[src/rtl/mips_pkg.sv]
// Shared definitions for the MIPS fetch stage: FSM states, reset PC and
// instruction field bounds.
package mips_pkg;

  typedef enum logic [1:0] {
    FETCH = 2'd0,
    WAIT  = 2'd1,
    HOLD  = 2'd2
  } fetch_state_t;

  localparam logic [31:0] RESET_PC = 32'h0040_0000;
  localparam int          OP_MSB   = 31;
  localparam int          OP_LSB   = 26;
  localparam int          PC_INCR  = 4;

endpackage

[src/rtl/pc_register.sv]
// Program counter flop: asynchronous active-high reset to a fixed address,
// loads D when enabled.
module pc_register #(
  parameter int                NBITS     = 32,
  parameter logic [NBITS-1:0]  RESET_VAL = NBITS'(32'h0040_0000)
) (
  input  logic             clk,
  input  logic             reset,
  input  logic             i_en,
  input  logic [NBITS-1:0] i_d,
  output logic [NBITS-1:0] o_q
);

  logic [NBITS-1:0] r_q;

  // PC storage
  always_ff @(posedge clk or posedge reset) begin
    if (reset) begin
      r_q <= RESET_VAL;
    end else if (i_en) begin
      r_q <= i_d;
    end
  end

  assign o_q = r_q;

endmodule

[src/rtl/instruction_fetch.sv]
// MIPS fetch stage: issues one instruction-memory read per instruction, holds
// the returned word for the decoder and selects the next PC from branch flags.
module instruction_fetch
  import mips_pkg::*;
#(
  parameter int               NBITS    = 32,
  parameter logic [NBITS-1:0] RESET_PC = NBITS'(mips_pkg::RESET_PC)
) (
  input  logic             clk,
  input  logic             reset,
  input  logic             Stall,
  input  logic             BranchEQ,
  input  logic             BranchNE,
  input  logic             Zero,
  input  logic [NBITS-1:0] BranchTarget,
  output logic             IMemReq,
  output logic [NBITS-1:0] IMemAddr,
  input  logic             IMemValid,
  input  logic [NBITS-1:0] IMemData,
  output logic [NBITS-1:0] Instruction,
  output logic [5:0]       OP,
  output logic [NBITS-1:0] PC_4,
  output logic             InstrValid
);

  fetch_state_t     r_state;
  fetch_state_t     w_next_state;
  logic             w_issue;
  logic             w_capture;
  logic             w_advance;
  logic             w_taken;
  logic [NBITS-1:0] w_pc;
  logic [NBITS-1:0] w_pc_plus4;
  logic [NBITS-1:0] w_branch_pc;
  logic [NBITS-1:0] w_pc_next;

  logic             r_req;
  logic [NBITS-1:0] r_addr;
  logic [NBITS-1:0] r_instr;
  logic [NBITS-1:0] r_pc4;
  logic             r_valid;

  // State register
  always_ff @(posedge clk or posedge reset) begin
    if (reset) begin
      r_state <= FETCH;
    end else begin
      r_state <= w_next_state;
    end
  end

  // Next-state logic; Stall only matters once an instruction is held
  always_comb begin
    w_next_state = r_state;
    case (r_state)
      FETCH:   w_next_state = WAIT;
      WAIT:    w_next_state = IMemValid ? HOLD : WAIT;
      HOLD:    w_next_state = Stall ? HOLD : FETCH;
      default: w_next_state = FETCH;
    endcase
  end

  // State-decoded control strobes
  always_comb begin
    w_issue   = 1'b0;
    w_capture = 1'b0;
    w_advance = 1'b0;
    case (r_state)
      FETCH:   w_issue   = 1'b1;
      WAIT:    w_capture = IMemValid;
      HOLD:    w_advance = ~Stall;
      default: w_issue   = 1'b0;
    endcase
  end

  // Both branch flags together form an unconditional branch
  assign w_taken     = (BranchEQ & Zero) | (BranchNE & ~Zero);
  assign w_pc_plus4  = w_pc + NBITS'(PC_INCR);
  assign w_branch_pc = BranchTarget & {{(NBITS-2){1'b1}}, 2'b00};
  assign w_pc_next   = w_taken ? w_branch_pc : w_pc_plus4;

  pc_register #(
    .NBITS     (NBITS),
    .RESET_VAL (RESET_PC)
  ) u_pc (
    .clk   (clk),
    .reset (reset),
    .i_en  (w_advance),
    .i_d   (w_pc_next),
    .o_q   (w_pc)
  );

  // Registered memory request and captured instruction
  always_ff @(posedge clk or posedge reset) begin
    if (reset) begin
      r_req   <= 1'b0;
      r_addr  <= RESET_PC;
      r_instr <= '0;
      r_pc4   <= '0;
      r_valid <= 1'b0;
    end else begin
      r_req <= w_issue;
      if (w_issue) begin
        r_addr <= w_pc;
      end
      if (w_capture) begin
        r_instr <= IMemData;
        r_pc4   <= w_pc_plus4;
        r_valid <= 1'b1;
      end else if (w_advance) begin
        r_valid <= 1'b0;
      end
    end
  end

  assign IMemReq     = r_req;
  assign IMemAddr    = r_addr;
  assign Instruction = r_instr;
  assign OP          = r_instr[OP_MSB:OP_LSB];
  assign PC_4        = r_pc4;
  assign InstrValid  = r_valid;

endmodule

[config.mk]
export PLATFORM = sky130hd
export DESIGN_NAME = instruction_fetch
export DESIGN_NICKNAME = d
export VERILOG_FILES = /design/src/rtl/mips_pkg.sv /design/src/rtl/pc_register.sv /design/src/rtl/instruction_fetch.sv
export SDC_FILE = /design/constraint.sdc
export NUM_CORES = 1
export LEC_CHECK = 0
export CAP_MARGIN = 20
export CORE_MARGIN = 2
export CORE_UTILIZATION = 47
export CTS_CLUSTER_DIAMETER = 60
export CTS_CLUSTER_SIZE = 28
export DETAILED_ROUTE_END_ITERATION = 7
export PLACE_DENSITY = 0.79
export SLEW_MARGIN = 20
export SYNTH_ARGS = -nofsm -noshare
export SYNTH_HDL_FRONTEND = slang
export SYNTH_SLANG_ARGS = --single-unit
[constraint.sdc]
create_clock -name clk -period 5.44 [get_ports clk]
set_input_delay 0.816 -clock clk [delete_from_list [all_inputs] [get_ports clk]]
set_output_delay 0.816 -clock clk [all_outputs]
set_load 0.01 [all_outputs]
==> impl_metrics.tcl, run 1 <==
set metrics [dict create \
    finalClockSkew_ns 0.00747 \
    max-vdd-ir-drop_v 0.000267 \
    cts_resized 0 \
    fin_crit_sh_pct 55.8 \
    clk_latency_ns 0.41 \
    wl_per_cell_microns 17.7 \
    fmax_ghz 0.329 \
    cp_cell_sequence "clkdlybuf4s50_1 -> mux2i_4 -> buf_4 -> nand2_1 -> or4_1 -> nand3_1" \
    ys_ff_latch 126 \
    post-route-util_pct 65.9 \
    slowest_stage "mux2i_4" \
    grt_pass1_vias 5268 \
    synth_edf_count 0 \
    syn_avg_cell_area_sq_um 9.86 \
    synth_top_area_share_pct 50.8 \
    dp_slack_ns 2.06 \
    initial_utilization_pct 48.2 \
    outcome "completed" \
    htreeDepth 4 \
    hold_class "flip-flop to flip-flop" \
    first_pass_iters 5 \
    slew_viol_final 0 \
    setup_violations 0 \
    max_stage_delay_ns 0.60 \
    powerDensity_mw_per_mm2 578 \
    drtAntennaViolNets 0 \
    reg2regPathDepth 5 \
    yosys.area.top_type "dfrtp_1" \
    synth_cells 620 \
    grt_max_degree 82 \
    drt_iter0_drc 536 \
    cts.sinks 126 \
    clkTransAtPathRegs_ns 0.05 \
    cap_violations 0 \
    hold_ws_ns 0.472 \
    grt-ovfl-total 0 \
    placed_cells 913 \
    tritoncts "done" \
    tightest_slew_ns 0.853 \
    p_total_mw 4.82 \
    die_y_microns 118 \
    dpl.hpwl_microns 11500 \
    viasPerCell 5.63 \
    cp-start-kind "primary input" \
    fp.dieArea_sq_mm 0.0139 \
    yosys_warnings 0 \
    period_needed_ns 3.04 \
    core_area_sq_mm 0.0127 \
    final_cells 944 \
    path_class "primary input to flip-flop" \
    cp_num_cells 6 \
    power_leakage_nw 3.36 \
    cp.arrival_ns 3.38 \
    dpl_cell_area_sq_mm 0.00776 \
    async_flop_share_pct 100 \
    syn2layout_area_growth_pct 36.5 \
    antenna_found_initial 0 \
    worst-path-buf-inv 2 \
    io_buffers 168 \
    n_antenna_cell 0 \
    max-slew-margin-rel_pct 42.6 \
    synth.cell_area_sq_mm 0.00611 \
    die_x_microns 118 \
    worstHoldPathCells 2 \
    setup_slack_ns 2.40 \
    cpLargestDelayFamily "simple AND/OR/NAND/NOR gates" \
    cts_buffer_depth 2 \
    num_vias 5318 \
    rsz0062_at_grt "false" \
    finalSetupTns_ns 0 \
    post_cts_buffers 0 \
    cts_buffers 17 \
    endpoint_kind "flip-flop" \
    crit_path_max_fanout 22 \
    synth_ff_type "dfrtp_1" \
    synth_cell_types 61 \
    postCtsHoldBufs 0 \
    hold_viol_final 0 \
    final_cell_area_sq_mm 0.00835 \
    io_pins 175 \
    drive_above_1_share_pct 10.6 \
    grt_usage_pct 24.7 \
    clockRootBuffer "clkbuf_16" \
    crit_required_ns 5.78 \
    drt_wl_total_microns 16700 \
    gp_congestion 0.878 \
    drc 0 \
    synthTopCellsByArea "dfrtp_1 51%, nand2_1 8.8%, mux2_2 5.5%" \
    synth_seq_area_share_pct 51.6 \
    fp-row-count 41 \
    fin_nets 832 \
    grt_pass1_wl_microns 27500 \
]
[logic make-up (layout without fill, tap and decap cells)]
family | count (synthesis) | in the layout | synth area share [%]
AOI/OAI and AO/OA | 121 | 121 | 13.5
xor gates and xnor gates | 12 | 12 | 1.72
adders and majority gates | 1 | 1 | 0.205
buffers and inverters | 62 | 211 | 5.77
DFF | 126 | 126 | 51.6
muxes | 32 | 32 | 5.88
other | 1 | 4 | 0.0614
and+or+nand+nor | 265 | 265 | 21.2
[state kept, by name (all words and copies together) (netlist names)]
signal,cells
Instruction,32
IMemAddr,30
PC_4,30
u_pc.o_q,30
r_state,2
IMemReq,1
InstrValid,1
[metal layers]
metal / share of wire, % / up-vias / track usage (%)
li1: - / 2500 / -
met1: 44 / 2552 / 32.9
met2: 48 / 246 / 39.9
met3: 6.9 / 20 / 6.01
met4: 1.6 / 0 / 7.98
met5: 0 / - / 0
[area by class of cell]
type                            count  area [sq um]
Clock buffer                       25           495
Clock inverter                      6          82.6
Fill cell                         980          4330
Inverter                            4          20.0
Multi-Input combinational cell    435          2640
Sequential cell                   126          3160
Tap cell                          172           215
Timing Repair Buffer              176          1740
[final timing paths]
kind	start	end	slack [ns]
worst max-delay path	Zero	u_pc.o_q[17]$_DFFE_PP0P_	2.40
worst min-delay path	Instruction[2]$_DFFE_PP0P_	Instruction[2]$_DFFE_PP0P_	0.47
worst max register to register	u_pc.o_q[2]$_DFFE_PP0P_	PC_4[26]$_DFFE_PP0P_	2.82
worst min register to register	Instruction[2]$_DFFE_PP0P_	Instruction[2]$_DFFE_PP0P_	0.47
max in group asynchronous	reset	u_pc.o_q[28]$_DFFE_PP0P_	3.44
min in group asynchronous	reset	Instruction[19]$_DFFE_PP0P_	0.92
[report_power, final]
group	switching (mW)	leakage (nW)	internal, mW	total, mW
Combinational	0.958	1.68	1.04	2.00
Clock	0.386	0.283	0.718	1.10
Sequential	0.382	1.40	1.34	1.72
Total	1.73	3.36	3.10	4.82
[cell usage after synthesis, types with 3 or more instances]
master	n
and2_1	3
nand2_1	143
or4_1	19
a31oi_1	15
o311ai_1	8
nor3_1	9
xnor2_1	7
o211ai_1	9
a22oi_1	17
a2bb2oi_1	4
inv_1	4
o2bb2ai_1	3
clkbuf_1	31
mux2_2	30
o22ai_1	4
buf_4	10
nor2_1	27
buf_6	6
buf_2	7
dfrtp_1	124
xor2_1	5
or3_1	9
o311ai_0	5
o31ai_1	11
o21ai_0	26
nor4_1	3
a21oi_1	12
nand4_1	8
and4_1	3
nand3_1	20
and3_1	4
[cell usage in the layout (no fill, tap or decap), types with 3 or more instances in the layout]
cell type        instances
a21oi_1                 12
a22oi_1                 17
a2bb2oi_1                4
a31oi_1                 15
and2_1                   3
and3_1                   4
and4_1                   3
buf_4                    8
clkbuf_1                 4
clkbuf_16               17
clkbuf_8                 4
clkdlybuf4s50_1        168
clkinv_2                 3
conb_1                   4
dfrtp_1                124
inv_1                    3
mux2_2                  30
nand2_1                143
nand3_1                 20
nand4_1                  8
nor2_1                  26
nor3_1                   9
nor4_1                   3
o211ai_1                 9
o21ai_0                 26
o22ai_1                  4
o2bb2ai_1                3
o311ai_0                 5
o311ai_1                 8
o31ai_1                 11
or3_1                    9
or4_1                   19
xnor2_1                  7
xor2_1                   5
[tightest hold or removal path, cell delays in order (launching register included)]
cell	delay, ns
dfrtp_1	0.33
nand2_1	0.05
nand2_1	0.06
Power figures use the tool's default switching activity.
==> run 2, diff against run 1 <==
==> constraint.sdc (replaced) <==
create_clock -name clk -period 2.8 [get_ports clk]
set_input_delay 0.42 -clock clk [delete_from_list [all_inputs] [get_ports clk]]
set_output_delay 0.42 -clock clk [all_outputs]
set_load 0.01 [all_outputs]
==> run 2 against run 1 <==
Worst hold slack barely moved. Sequential share of layout area down 0.30 points. Clock power up 93%. Die area unchanged. Sequential cell count did not move. Core utilization rose by 0.52 points. Setup slack worse by 2.0 ns. Via count up 2.5%. Critical path type is now flip-flop to flip-flop.
==> impl_metrics.tcl, run 2 (synthesis results as in run 1) <==
set metrics [dict create \
    io_buffers 168 \
    period_needed_ns 2.44 \
    grt-ovfl-total 0 \
    fp-row-count 41 \
    crit_required_ns 3.11 \
    tightest_slew_ns 0.571 \
    fin_crit_sh_pct 87.1 \
    core_area_sq_mm 0.0127 \
    cts_buffer_depth 2 \
    initial_utilization_pct 48.2 \
    cts.sinks 126 \
    clockRootBuffer "clkbuf_16" \
    slew_viol_final 0 \
    n_antenna_cell 0 \
    dpl.hpwl_microns 11600 \
    cts_buffers 17 \
    path_class "flip-flop to flip-flop" \
    drive_above_1_share_pct 11.7 \
    cp.arrival_ns 2.75 \
    htreeDepth 4 \
    clkTransAtPathRegs_ns 0.06 \
    cp-start-kind "flip-flop" \
    power_leakage_nw 3.40 \
    antenna_found_initial 0 \
    hold_class "flip-flop to flip-flop" \
    grt_pass1_vias 5465 \
    cap_violations 0 \
    gp_congestion 0.846 \
    num_vias 5449 \
    viasPerCell 5.72 \
    setup_violations 0 \
    crit_path_max_fanout 8 \
    die_x_microns 118 \
    rsz0062_at_grt "false" \
    drt_iter0_drc 548 \
    clk_latency_ns 0.41 \
    hold_ws_ns 0.473 \
    hold_viol_final 0 \
    wl_per_cell_microns 17.9 \
    die_y_microns 118 \
    tritoncts "done" \
    max-vdd-ir-drop_v 0.000535 \
    first_pass_iters 5 \
    finalClockSkew_ns 0.00586 \
    io_pins 175 \
    drtAntennaViolNets 0 \
    cts_resized 0 \
    final_common_cell "clkdlybuf4s50_1" \
    drc 0 \
    syn2layout_area_growth_pct 37.6 \
    powerDensity_mw_per_mm2 1120 \
    fin_nets 841 \
    grt_usage_pct 25.3 \
    endpoint_kind "flip-flop" \
    largest_register_ffs 32 \
    grt_max_degree 83 \
    grt_pass1_wl_microns 28100 \
    drt_wl_total_microns 17100 \
    post_cts_buffers 0 \
    fmax_ghz 0.410 \
    finalSetupTns_ns 0 \
    postCtsHoldBufs 0 \
    final_cell_mix "168 x clkdlybuf4s50_1, 143 x nand2_1, 124 x dfrtp_1" \
    fp.dieArea_sq_mm 0.0139 \
    final.fill_count 1008 \
    outcome "completed" \
    max-slew-margin-rel_pct 61.9 \
]
==> run 2: changes by cell type in the layout (fill, tap and decap cells not counted), sizes merged <==
cell / before / now
clkinvlp: 1 / 2
clkbuf: 25 / 23
inv: 4 / 3
clkinv: 3 / 4
buf: 8 / 17
==> run 2: area by class of cell <==
| cell class | instances | area, sq um | share of cell area, % |
|---|---|---|---|
| inverter | 4 | 18.8 | 0.223 |
| sequential | 126 | 3160 | 37.5 |
| tap | 172 | 215 | 2.56 |
| clock buffer | 23 | 478 | 5.68 |
| timing repair buffer | 185 | 1820 | 21.7 |
| multi-input combinational | 435 | 2640 | 31.3 |
| clock inverter | 7 | 87.6 | 1.04 |
==> run 2: path summary, 6_finish.rpt <==
check	slack, ns	from	cells after the start	to
worst max-delay path	0.36	u_pc.o_q[2]$_DFFE_PP0P_	5	u_pc.o_q[30]$_DFFE_PP0P_
worst min-delay path	0.47	Instruction[25]$_DFFE_PP0P_	2	Instruction[25]$_DFFE_PP0P_
worst max register to register	0.36	u_pc.o_q[2]$_DFFE_PP0P_	5	u_pc.o_q[30]$_DFFE_PP0P_
worst min register to register	0.47	Instruction[25]$_DFFE_PP0P_	2	Instruction[25]$_DFFE_PP0P_
max in group asynchronous	1.86	reset	3	Instruction[11]$_DFFE_PP0P_
min in group asynchronous	0.50	reset	3	PC_4[7]$_DFFE_PP0P_
==> run 2: worst max-delay path, cell delays in order, from the launching register on <==
cell,delay [ns]
dfrtp_1,0.51
ha_1,0.34
nand3_2,0.20
or4_1,0.64
or4_1,0.50
o211ai_1,0.13
==> run 2: through the flow <==
step           instance area, sq um  worst slack, ns  utilization [%]  instances  power, mW
6_report                       8410            0.362             66.4        952       9.41
5_1_grt                        8410            0.240             66.4        952       9.98
4_1_cts                        8410            0.403             66.4        952       9.45
3_5_place_dp                   7850            0.367             61.9        922       7.28
3_3_place_gp                   7850            0.422             61.9        922       7.12
2_1_floorplan                  6130            0.781                -        623       5.45
==> run 2: report_power, final <==
group / internal, mW / total, mW / leakage, nW / switching [mW]
sequential: 2.60 / 3.33 / 1.40 / 0.730
combinational: 2.06 / 3.96 / 1.72 / 1.90
clock: 1.36 / 2.12 / 0.279 / 0.753
==> run 2: metal layers <==
metal,vias to the layer above,track usage [%],part of all wire [%]
met5,-,0,0
met4,0,8.96,2.2
met3,34,6.59,8.6
met2,299,40.5,47
met1,2602,33.3,42
li1,2514,-,-
==> run 3, diff against run 2 <==
--- a/config.mk
+++ b/config.mk
@@ -6,11 +6,13 @@
 export NUM_CORES = 1
 export LEC_CHECK = 0
 export CAP_MARGIN = 20
+export CORE_ASPECT_RATIO = 1.1
 export CORE_MARGIN = 2
 export CORE_UTILIZATION = 47
 export CTS_CLUSTER_DIAMETER = 60
 export CTS_CLUSTER_SIZE = 28
 export DETAILED_ROUTE_END_ITERATION = 7
+export GPL_ROUTABILITY_DRIVEN = 1
 export PLACE_DENSITY = 0.79
 export SLEW_MARGIN = 20
 export SYNTH_ARGS = -nofsm -noshare
==> run 3 against run 2 <==
Combinational power down 2%. Critical path depth unchanged. Final cell count down 1.7%. Sequential share of layout area up 0.11 points. Non-clock buffer count down 2. Wire length down 3.8%. Global-route usage down 1.5 points. Maximum frequency up 4.9%. Register-to-register slack better by 0.11 ns. Critical endpoint unchanged. Largest cell class unchanged.
==> impl_metrics.tcl, run 3 (synthesis results as in run 1) <==
set metrics [dict create \
    worst-path-buf-inv 0 \
    fmax_ghz 0.430 \
    io_pins 175 \
    tightest_slew_ns 0.655 \
    initial_utilization_pct 48.3 \
    post_cts_buffers 0 \
    antenna_found_initial 0 \
    cts_buffers 17 \
    clk_latency_ns 0.42 \
    cap_violations 0 \
    endpoint_kind "flip-flop" \
    setup_violations 0 \
    grt_usage_pct 23.8 \
    grt-ovfl-total 0 \
    dpl.hpwl_microns 11300 \
    cp_cell_sequence "ha_1 -> nand3_2 -> or4_1 -> or4_1 -> o211ai_1" \
    drive_above_1_share_pct 11.8 \
    dpl_cell_area_sq_mm 0.00781 \
    htreeDepth 4 \
    regArea_sq_mm 0.00316 \
    n_antenna_cell 0 \
    clockRootBuffer "clkbuf_16" \
    wl_per_cell_microns 17.6 \
    max_stage_delay_ns 0.63 \
    hold_class "flip-flop to flip-flop" \
    die_y_microns 124 \
    final.fill_count 988 \
    cts_buffer_depth 2 \
    fin_nets 839 \
    final_cell_area_sq_mm 0.00839 \
    crit_path_frequent_cell "or4_1" \
    postCtsHoldBufs 0 \
    slowest_stage "or4_1" \
    drt_wl_total_microns 16400 \
    grt_max_degree 127 \
    final_common_cell "clkdlybuf4s50_1" \
    fp.dieArea_sq_mm 0.0139 \
    num_vias 5351 \
    placed_cells 905 \
    max-slew-margin-rel_pct 56.4 \
    hold_viol_final 0 \
    largest_register_ffs 32 \
    path_class "flip-flop to flip-flop" \
    first_pass_iters 5 \
    cts.sinks 126 \
    cp-start-kind "flip-flop" \
    drt_iter0_drc 452 \
    max-vdd-ir-drop_v 0.000553 \
    cpLargestDelayFamily "simple AND/OR/NAND/NOR gates" \
    grt_pass1_vias 5108 \
    outcome "completed" \
    core_area_sq_mm 0.0126 \
    multi_input_area_sq_mm 0.00264 \
    finalClockSkew_ns 0.0135 \
    finalSetupTns_ns 0 \
    die_x_microns 113 \
    rsz0062_at_grt "false" \
    slew_viol_final 0 \
    drtAntennaViolNets 0 \
    crit_path_max_fanout 8 \
    tritoncts "done" \
    gp_congestion 0.844 \
    fp-row-count 43 \
    powerDensity_mw_per_mm2 1120 \
    cp.arrival_ns 2.65 \
    final_cell_mix "168 x clkdlybuf4s50_1, 143 x nand2_1, 124 x dfrtp_1" \
    final_cells 936 \
    viasPerCell 5.72 \
    power_leakage_nw 3.39 \
    grt_pass1_wl_microns 26200 \
    fin_crit_sh_pct 83.0 \
    drc 0 \
    io_buffers 168 \
    clkTransAtPathRegs_ns 0.05 \
    crit_required_ns 3.12 \
    cts_resized 0 \
    period_needed_ns 2.32 \
    syn2layout_area_growth_pct 37.2 \
]
==> run 3: cell count changes in the layout (fill, tap and decap cells not counted) <==
cell / delta
clkbuf_8: -1
clkbuf_1: -2
buf_4: -2
clkinv_4: +2
clkinv_2: +1
clkinvlp_4: +1
==> run 3: metal layers <==
| layer | part of all wire (%) | vias up | global-route usage, % |
|---|---|---|---|
| li1 | - | 2520 | - |
| met1 | 43 | 2553 | 31.4 |
| met3 | 6.7 | 22 | 4.67 |
| met2 | 49 | 256 | 39.3 |
| met5 | 0 | - | 0 |
| met4 | 1.5 | 0 | 8.77 |
==> run 3: metrics by stage <==
step | hold slack, ns | util [%] | power (mW) | worst slack [ns]
after global routing | 0.496 | 66.3 | 9.93 | 0.348
after CTS | 0.478 | 66.3 | 9.40 | 0.497
after global placement | 0.459 | 61.8 | 7.09 | 0.433
final | 0.474 | 66.3 | 9.35 | 0.476
after detailed placement | 0.465 | 61.8 | 7.24 | 0.379
after floorplan | 0.487 | - | 5.45 | 0.781
==> run 3: worst paths after layout <==
kind                                         startpoint                          end  slack, ns  depth (start not counted)
worst min register to register      PC_4[3]$_DFFE_PP0P_          PC_4[3]$_DFFE_PP0P_       0.47                          2
min in group asynchronous                         reset  Instruction[21]$_DFFE_PP0P_       0.56                          3
worst max register to register  u_pc.o_q[2]$_DFFE_PP0P_     u_pc.o_q[30]$_DFFE_PP0P_       0.48                          5
worst max-delay path            u_pc.o_q[2]$_DFFE_PP0P_     u_pc.o_q[30]$_DFFE_PP0P_       0.48                          5
max in group asynchronous                         reset     u_pc.o_q[29]$_DFFE_PP0P_       1.75                          3
worst min-delay path                PC_4[3]$_DFFE_PP0P_          PC_4[3]$_DFFE_PP0P_       0.47                          2
==> run 3: area by class of cell <==
cell class,instances,share of cell area [%]
Clock buffer,20,5.45
Clock inverter,11,1.40
Inverter,4,0.224
Multi-Input combinational cell,435,31.4
Sequential cell,126,37.6
Tap cell,157,2.34
Timing Repair Buffer,183,21.5
==> run 3: report_power, final <==
part	switching, mW	total (mW)	leakage (nW)	internal [mW]
sequential	0.731	3.33	1.40	2.60
clock	0.777	2.12	0.281	1.34
combinational	1.86	3.90	1.72	2.04
total	3.37	9.35	3.39	5.99
==> run 3: worst reg2reg max path, delay by kind of cell, from the launching register on <==
family / cells / cell delay (ns)
compound gates: 1 / 0.11
fa+ha+maj: 1 / 0.30
flops: 1 / 0.50
simple gates: 3 / 1.33
